--- config.mk ---
export PLATFORM = sky130hd
export DESIGN_NAME = savestate_bus_sequencer
export DESIGN_NICKNAME = d
export VERILOG_FILES = /design/src/rtl/savestate_seq_pkg.sv /design/src/rtl/savestate_mem_handshake.sv /design/src/rtl/savestate_bus_sequencer.sv
export SDC_FILE = /design/constraint.sdc
export NUM_CORES = 1
export LEC_CHECK = 0
export ABC_AREA = 1
export BUFFER_PORTS_ARGS = -buffer_cell sky130_fd_sc_hd__buf_2
export CORE_AREA = 2 2 181 183
export CTS_CLUSTER_SIZE = 14
export DETAILED_ROUTE_END_ITERATION = 16
export DIE_AREA = 0 0 183 185
export SYNTH_ARGS = -nofsm -noshare
export SYNTH_HDL_FRONTEND = slang
export SYNTH_SLANG_ARGS = --single-unit
--- constraint.sdc ---
create_clock -name i_clk -period 3.29 [get_ports i_clk]
set_clock_uncertainty 0.1 [all_clocks]
set_input_delay 0.1645 -clock i_clk [delete_from_list [all_inputs] [get_ports i_clk]]
set_output_delay 0.1645 -clock i_clk [all_outputs]
set_load 0.03 [all_outputs]
--- src/rtl/savestate_seq_pkg.sv ---
// Shared types and header helpers for the savestate bus sequencer.
// The header word carries the magic, a format version and the register count.
package savestate_seq_pkg;

  typedef enum logic [3:0] {
    ST_IDLE  = 4'd0,
    ST_DEF   = 4'd1,
    ST_S_HDR = 4'd2,
    ST_S_RD  = 4'd3,
    ST_S_WR  = 4'd4,
    ST_L_HDR = 4'd5,
    ST_L_RD  = 4'd6,
    ST_L_WR  = 4'd7,
    ST_FIN   = 4'd8
  } ss_state_e;

  localparam logic [15:0] SS_MAGIC_DEFAULT = 16'h5353;
  localparam logic [15:0] SS_HDR_VERSION   = 16'h0001;

  localparam int HDR_MAGIC_MSB = 63;
  localparam int HDR_MAGIC_LSB = 48;
  localparam int HDR_COUNT_MSB = 9;
  localparam int HDR_COUNT_LSB = 0;

  function automatic logic [63:0] ss_header(input logic [15:0] magic, input logic [9:0] count);
    return {magic, SS_HDR_VERSION, 22'd0, count};
  endfunction

  function automatic logic ss_header_ok(input logic [15:0] magic_f, input logic [9:0] count_f,
                                        input logic [15:0] magic,   input logic [9:0] count);
    return (magic_f == magic) && (count_f == count);
  endfunction

endpackage

--- src/rtl/savestate_mem_handshake.sv ---
// Single-outstanding memory request holder: keeps req/addr/we/wdata stable until ack,
// and reports the ack together with the read data of that cycle.
module savestate_mem_handshake
  import savestate_seq_pkg::*;
#(
  parameter int AW = 22
) (
  input  logic          i_clk,
  input  logic          i_reset,
  input  logic          i_start,
  input  logic          i_we,
  input  logic [AW-1:0] i_addr,
  input  logic [63:0]   i_wdata,
  output logic          o_ack,
  output logic [63:0]   o_rdata,
  output logic          o_mem_req,
  output logic          o_mem_we,
  output logic [AW-1:0] o_mem_addr,
  output logic [63:0]   o_mem_wdata,
  input  logic [63:0]   i_mem_rdata,
  input  logic          i_mem_ack
);

  logic          r_req;
  logic          r_we;
  logic [AW-1:0] r_addr;
  logic [63:0]   r_wdata;

  always_ff @(posedge i_clk) begin
    if (i_reset) begin
      r_req   <= 1'b0;
      r_we    <= 1'b0;
      r_addr  <= '0;
      r_wdata <= 64'd0;
    end else if (i_start) begin
      r_req   <= 1'b1;
      r_we    <= i_we;
      r_addr  <= i_addr;
      r_wdata <= i_wdata;
    end else if (r_req && i_mem_ack) begin
      r_req <= 1'b0;
    end else begin
      r_req <= r_req;
    end
  end

  assign o_ack       = r_req & i_mem_ack;
  assign o_rdata     = i_mem_rdata;
  assign o_mem_req   = r_req;
  assign o_mem_we    = r_we;
  assign o_mem_addr  = r_addr;
  assign o_mem_wdata = r_wdata;

endmodule

--- src/rtl/savestate_bus_sequencer.sv ---
// Savestate bus master: walks every register index to save it to memory, restore it
// from memory, or broadcast a load-defaults strobe to all slaves.
module savestate_bus_sequencer
  import savestate_seq_pkg::*;
#(
  parameter int          NUM_REGS       = 64,
  parameter int          MEM_AW         = 22,
  parameter int          BUS_RD_LATENCY = 1,
  parameter logic [15:0] SS_MAGIC       = SS_MAGIC_DEFAULT
) (
  input  logic              i_clk,
  input  logic              i_reset,
  input  logic              i_cmd_save,
  input  logic              i_cmd_load,
  input  logic              i_cmd_defaults,
  input  logic [MEM_AW-1:0] i_mem_base,
  output logic              o_busy,
  output logic              o_done,
  output logic              o_error,
  output logic [9:0]        o_ss_bus_adr,
  output logic [63:0]       o_ss_bus_din,
  output logic              o_ss_bus_wren,
  output logic              o_ss_bus_rst,
  input  logic [63:0]       i_ss_bus_dout,
  output logic              o_mem_req,
  output logic              o_mem_we,
  output logic [MEM_AW-1:0] o_mem_addr,
  output logic [63:0]       o_mem_wdata,
  input  logic [63:0]       i_mem_rdata,
  input  logic              i_mem_ack
);

  localparam logic [9:0] LP_COUNT  = 10'(NUM_REGS);
  localparam logic [9:0] LP_LAST   = 10'(NUM_REGS - 1);
  localparam logic [1:0] LP_RD_LAT = 2'(BUS_RD_LATENCY);

  ss_state_e         r_state;
  logic [9:0]        r_idx;
  logic [1:0]        r_rd_cnt;
  logic [MEM_AW-1:0] r_base;
  logic              r_busy;
  logic              r_done;
  logic              r_error;
  logic [9:0]        r_adr;
  logic [63:0]       r_din;
  logic              r_wren;
  logic              r_bus_rst;
  logic              r_hs_start;
  logic              r_hs_we;
  logic [MEM_AW-1:0] r_hs_addr;
  logic [63:0]       r_hs_wdata;

  logic              w_ack;
  logic [63:0]       w_rdata;
  logic              w_hdr_ok;
  logic [MEM_AW-1:0] w_slot_cur;
  logic [MEM_AW-1:0] w_slot_next;

  // Register i lives one word past the header; the sum wraps at the address width.
  assign w_slot_cur  = r_base + MEM_AW'(r_idx) + MEM_AW'(1);
  assign w_slot_next = w_slot_cur + MEM_AW'(1);
  assign w_hdr_ok    = ss_header_ok(w_rdata[HDR_MAGIC_MSB:HDR_MAGIC_LSB],
                                    w_rdata[HDR_COUNT_MSB:HDR_COUNT_LSB], SS_MAGIC, LP_COUNT);

  savestate_mem_handshake #(.AW(MEM_AW)) u_mem_hs (
    .i_clk       (i_clk),
    .i_reset     (i_reset),
    .i_start     (r_hs_start),
    .i_we        (r_hs_we),
    .i_addr      (r_hs_addr),
    .i_wdata     (r_hs_wdata),
    .o_ack       (w_ack),
    .o_rdata     (w_rdata),
    .o_mem_req   (o_mem_req),
    .o_mem_we    (o_mem_we),
    .o_mem_addr  (o_mem_addr),
    .o_mem_wdata (o_mem_wdata),
    .i_mem_rdata (i_mem_rdata),
    .i_mem_ack   (i_mem_ack)
  );

  always_ff @(posedge i_clk) begin
    if (i_reset) begin
      r_state    <= ST_IDLE;
      r_idx      <= 10'd0;
      r_rd_cnt   <= 2'd0;
      r_base     <= '0;
      r_busy     <= 1'b0;
      r_done     <= 1'b0;
      r_error    <= 1'b0;
      r_adr      <= 10'd0;
      r_din      <= 64'd0;
      r_wren     <= 1'b0;
      r_bus_rst  <= 1'b0;
      r_hs_start <= 1'b0;
      r_hs_we    <= 1'b0;
      r_hs_addr  <= '0;
      r_hs_wdata <= 64'd0;
    end else begin
      r_hs_start <= 1'b0;
      r_done     <= 1'b0;
      r_error    <= 1'b0;
      r_wren     <= 1'b0;
      r_bus_rst  <= 1'b0;
      case (r_state)
        ST_IDLE: begin
          r_idx <= 10'd0;
          if (i_cmd_defaults) begin
            r_state   <= ST_DEF;
            r_busy    <= 1'b1;
            r_bus_rst <= 1'b1;
          end else if (i_cmd_load) begin
            r_state    <= ST_L_HDR;
            r_busy     <= 1'b1;
            r_base     <= i_mem_base;
            r_hs_start <= 1'b1;
            r_hs_we    <= 1'b0;
            r_hs_addr  <= i_mem_base;
          end else if (i_cmd_save) begin
            r_state    <= ST_S_HDR;
            r_busy     <= 1'b1;
            r_base     <= i_mem_base;
            r_hs_start <= 1'b1;
            r_hs_we    <= 1'b1;
            r_hs_addr  <= i_mem_base;
            r_hs_wdata <= ss_header(SS_MAGIC, LP_COUNT);
          end else begin
            r_state <= ST_IDLE;
          end
        end
        ST_DEF: begin
          r_done  <= 1'b1;
          r_busy  <= 1'b0;
          r_state <= ST_FIN;
        end
        ST_S_HDR: begin
          if (w_ack) begin
            r_state  <= ST_S_RD;
            r_adr    <= 10'd0;
            r_rd_cnt <= 2'd0;
          end
        end
        // Data is taken only after the slave read latency has fully elapsed.
        ST_S_RD: begin
          if (r_rd_cnt == LP_RD_LAT) begin
            r_state    <= ST_S_WR;
            r_hs_start <= 1'b1;
            r_hs_we    <= 1'b1;
            r_hs_addr  <= w_slot_cur;
            r_hs_wdata <= i_ss_bus_dout;
          end else begin
            r_rd_cnt <= r_rd_cnt + 2'd1;
          end
        end
        ST_S_WR: begin
          if (w_ack) begin
            if (r_idx == LP_LAST) begin
              r_done  <= 1'b1;
              r_busy  <= 1'b0;
              r_state <= ST_FIN;
            end else begin
              r_idx    <= r_idx + 10'd1;
              r_adr    <= r_idx + 10'd1;
              r_rd_cnt <= 2'd0;
              r_state  <= ST_S_RD;
            end
          end
        end
        ST_L_HDR: begin
          if (w_ack) begin
            if (w_hdr_ok) begin
              r_state    <= ST_L_RD;
              r_hs_start <= 1'b1;
              r_hs_we    <= 1'b0;
              r_hs_addr  <= w_slot_cur;
            end else begin
              r_error <= 1'b1;
              r_busy  <= 1'b0;
              r_state <= ST_IDLE;
            end
          end
        end
        ST_L_RD: begin
          if (w_ack) begin
            r_din   <= w_rdata;
            r_adr   <= r_idx;
            r_wren  <= 1'b1;
            r_state <= ST_L_WR;
          end
        end
        // The next read is issued only after the write strobe, keeping req and strobes apart.
        ST_L_WR: begin
          if (r_idx == LP_LAST) begin
            r_done  <= 1'b1;
            r_busy  <= 1'b0;
            r_state <= ST_FIN;
          end else begin
            r_idx      <= r_idx + 10'd1;
            r_hs_start <= 1'b1;
            r_hs_we    <= 1'b0;
            r_hs_addr  <= w_slot_next;
            r_state    <= ST_L_RD;
          end
        end
        ST_FIN: begin
          r_state <= ST_IDLE;
        end
        default: begin
          r_busy  <= 1'b0;
          r_state <= ST_IDLE;
        end
      endcase
    end
  end

  assign o_busy        = r_busy;
  assign o_done        = r_done;
  assign o_error       = r_error;
  assign o_ss_bus_adr  = r_adr;
  assign o_ss_bus_din  = r_din;
  assign o_ss_bus_wren = r_wren;
  assign o_ss_bus_rst  = r_bus_rst;

endmodule

==> impl_results.md <==
- Critical Path Most Common Cell: inv_1
- H-tree Lvls: 2
- DRC: 0
- Clock Latency Late Sink: 500 ps
- Max_cap viols: 0
- Main area contributors after synthesis: dfxtp_1 46%, nand2_1 11%, a21oi_1 8.3%, nor2_1 6.5%, o21ai_0 6.3%
- Final wirelength: 41.6 mm
- Data arrival time of the critical path: 3340 ps
- Worst path cell trace: inv_1, ha_1, inv_1, fa_2, ha_1, inv_1, nor2_1, nand3_2, nor2_2, nand3_1, nor2_1, nand3_2, nor2_4, nand2_1, nand2_1, nand3_1, a21oi_1
- Placer Congestion: 0.869
- CP max FO: 8
- Complex-gate fraction of the synthesized area: 17.5%
- DRT antenna net count: 0
- Minimum clock period: 3000 ps
- Pleak: 7.81 nW
- P&R area growth vs syn: 37.2%
- Adder-Cell Fraction of Synth Area: 1.45%
- # IOs: 323
- Synth Area in XOR/XNOR: 0.555%
- Top FF cell, synth: dfxtp_1
- DIE AREA: 0.0339 sq mm
- Outcome: finished clean
- Post-synthesis mux area share: 0%
- DR vias/cell: 5.03
- CTS Buf Count: 35
- Simple-Gate Fraction of Synth Area: 26.6%
- Area leader, netlist: dfxtp_1
- First-pass GRT wire length: 65.5 mm
- Clk buf depth: 3
- Cell count after synthesis: 1768
- PwrDens: 745 mW/mm^2
- Die W: 183 um
- Combinational family with the most area after synthesis: simple AND/OR/NAND/NOR gates
- Placed cells: 2419
- Data required time of the critical path: 3630 ps
- Initial antenna violation count: 1
- RSZ-0062 raised after global routing: false
- CTS tree: built
- Clock sink count: 293
- FMAX: 333 MHz
- Asr flop ratio synth: 0%
- EDFF count, synth: 0
- Hold WC Path Type: in -> reg
- Largest net degree at the start of global routing: 98
- Filler instances: 3046
- Pre-antenna DRT Iters: 5
- Setup CP Type: reg -> reg
- Sequential fraction of the synthesis area: 46.5%
- Worst-margin pin slew: 987 ps
- DR iter-0 viols: 783
- WL/cell: 15.8 um
- Endpoints failing hold: 0
- Max-slew headroom: 34.2%
- Starting Density: 39.4%
- Share of cells above drive strength 1: 20.0%
- Post-synth top area share: 46.5%
- Clock transition at path regs: 60 ps
- Slowest CP cell: fa_2
- Final Max Slew Viols: 0
- Post-synthesis cell area: 0.0126 sq mm
- Via count: 13300
- HPWL Detailed: 27.2 mm
- Final #Nets: 2370
- CP endpoint kind: flip-flop
- Post-Route Setup TNS: 0 ps
- Root buf cell: clkbuf_16
- Overall Global Routing Usage: 23.7%
- Die height: 185 um
- Non-Filler Instances: 2637
- Synth Register Bits: 293
- Period utilisation layout: 91.3%
- Worst vdd ir: 0.385 mV
- # rows: 66
- Yosys Warn Count: 0
- Library cells used by synthesis: 46
- Vias in the first global route: 12500
- CP max stage delay: 550 ps
- Grt total ovfl: 0
- # port buffers: 322
- Worst Setup Start Kind: flip-flop
- Mapped Nets: 1938
- # setup viols final: 0
- Post-CTS Repair Setup Buffers: 0
- Post-synthesis average cell area: 7.14 sq um
- Core Region: 0.0320 sq mm
## layout by cell type (no fill, tap or decap), drive strengths merged, types with 3 or more instances in the layout
master	instances
xor2	6
o21ai	159
dlygate4sd3	152
nand4	15
dfxtp	293
ha	13
a211oi	3
o211ai	4
inv	134
and2	4
a221oi	4
clkbuf	48
nand2	388
nor4	5
bufinv	4
a31oi	12
nor3	11
nand3	147
clkinvlp	4
nor2	225
nand3b	4
a21oi	220
buf	346
clkinv	8
## what timing repair did
item | 4_1_cts | 5_1_grt
endpoints found under the setup margin | 0 | 8
hold buffers | 152 | 0
gates resized for setup | 0 | 3
hold endpoints to repair | 174 | 0
## metal layers
| metal | wire length, um | global-route usage, % |
|---|---|---|
| met1 | 18700 | 31.8 |
| met2 | 18800 | 38.5 |
| met3 | 3080 | 5.25 |
| met4 | 1030 | 6.50 |
| met5 | 0 | 0 |
## report_power, final
part / total, mW / leakage, nW / switching [mW] / internal (mW)
Clock: 4.08 / 0.606 / 1.54 / 2.54
Combinational: 4.23 / 4.82 / 3.02 / 1.21
Sequential: 4.60 / 2.39 / 0.354 / 4.24
Total: 12.9 / 7.81 / 4.92 / 7.99
## Yosys cell counts, types with 5 or more instances
| master | instances |
|---|---|
| buf_6 | 6 |
| a31oi_1 | 12 |
| buf_2 | 5 |
| nand2_1 | 386 |
| clkbuf_1 | 87 |
| nand3_1 | 142 |
| nor3_1 | 9 |
| xor2_1 | 6 |
| dfxtp_1 | 293 |
| ha_1 | 13 |
| a21oi_2 | 10 |
| buf_1 | 5 |
| o21ai_0 | 159 |
| nand3_2 | 5 |
| nor2_1 | 219 |
| nand4_1 | 15 |
| a21oi_1 | 210 |
| inv_1 | 130 |
## critical path: cells and delay by family (launching register included)
family / cells / cell delay [ps]
buf+inv: 3 / 200
fa+ha+maj: 3 / 870
simple gates: 10 / 1270
compound gates: 1 / 140
flops: 1 / 360
## metrics by stage
stage	hold slack (ps)	power, mW	area [sq um]	setup WS (ps)	util, %
after floorplan	214	7.45	12600	638	-
after global placement	322	8.68	14500	342	45.4
after detailed placement	323	8.73	14500	235	45.4
after CTS	3.53	13.0	17300	214	54.0
after global routing	99.0	13.7	17300	7.65	54.1
final	34.1	12.9	17300	285	54.1
## sequential cells by signal, indices dropped and copies added, names as in the netlist, 2 cells and up
name,cells
o_ss_bus_adr,10
o_ss_bus_din,64
r_base,22
r_hs_addr,22
r_hs_wdata,64
r_idx,10
r_rd_cnt,2
r_state,4
u_mem_hs.o_mem_addr,22
u_mem_hs.o_mem_wdata,64
## area by class of cell
class | count | area (sq um) | share of cell area [%]
tap | 408 | 510 | 2.95
clock buffer | 48 | 1040 | 5.98
inverter | 134 | 504 | 2.91
timing repair buffer | 498 | 3350 | 19.4
antenna | 2 | 5.00 | 0.0289
clock inverter | 16 | 211 | 1.22
multi-input combinational | 1238 | 5840 | 33.7
sequential | 293 | 5870 | 33.9
## logic make-up after synthesis
group	Yosys count
AOI/OAI and AO/OA	416
adders and majority gates	14
xor gates and xnor gates	8
and+or+nand+nor	800
buffers and inverters	237
DFF	293
## final timing paths
kind                                            start                         end  slack (ps)  cells past startpoint
worst max-delay path            r_idx[0]$_SDFFE_PP0P_  r_hs_addr[14]$_SDFFE_PP0P_         290                     17
worst min register to register    o_busy$_SDFFE_PP0P_         o_busy$_SDFFE_PP0P_         350                      2
worst min-delay path                       i_cmd_save     r_state[1]$_SDFFE_PP0P_          30                      5
worst max register to register  r_idx[0]$_SDFFE_PP0P_  r_hs_addr[14]$_SDFFE_PP0P_         290                     17
Note: power is estimated with default switching activity, not from simulation.
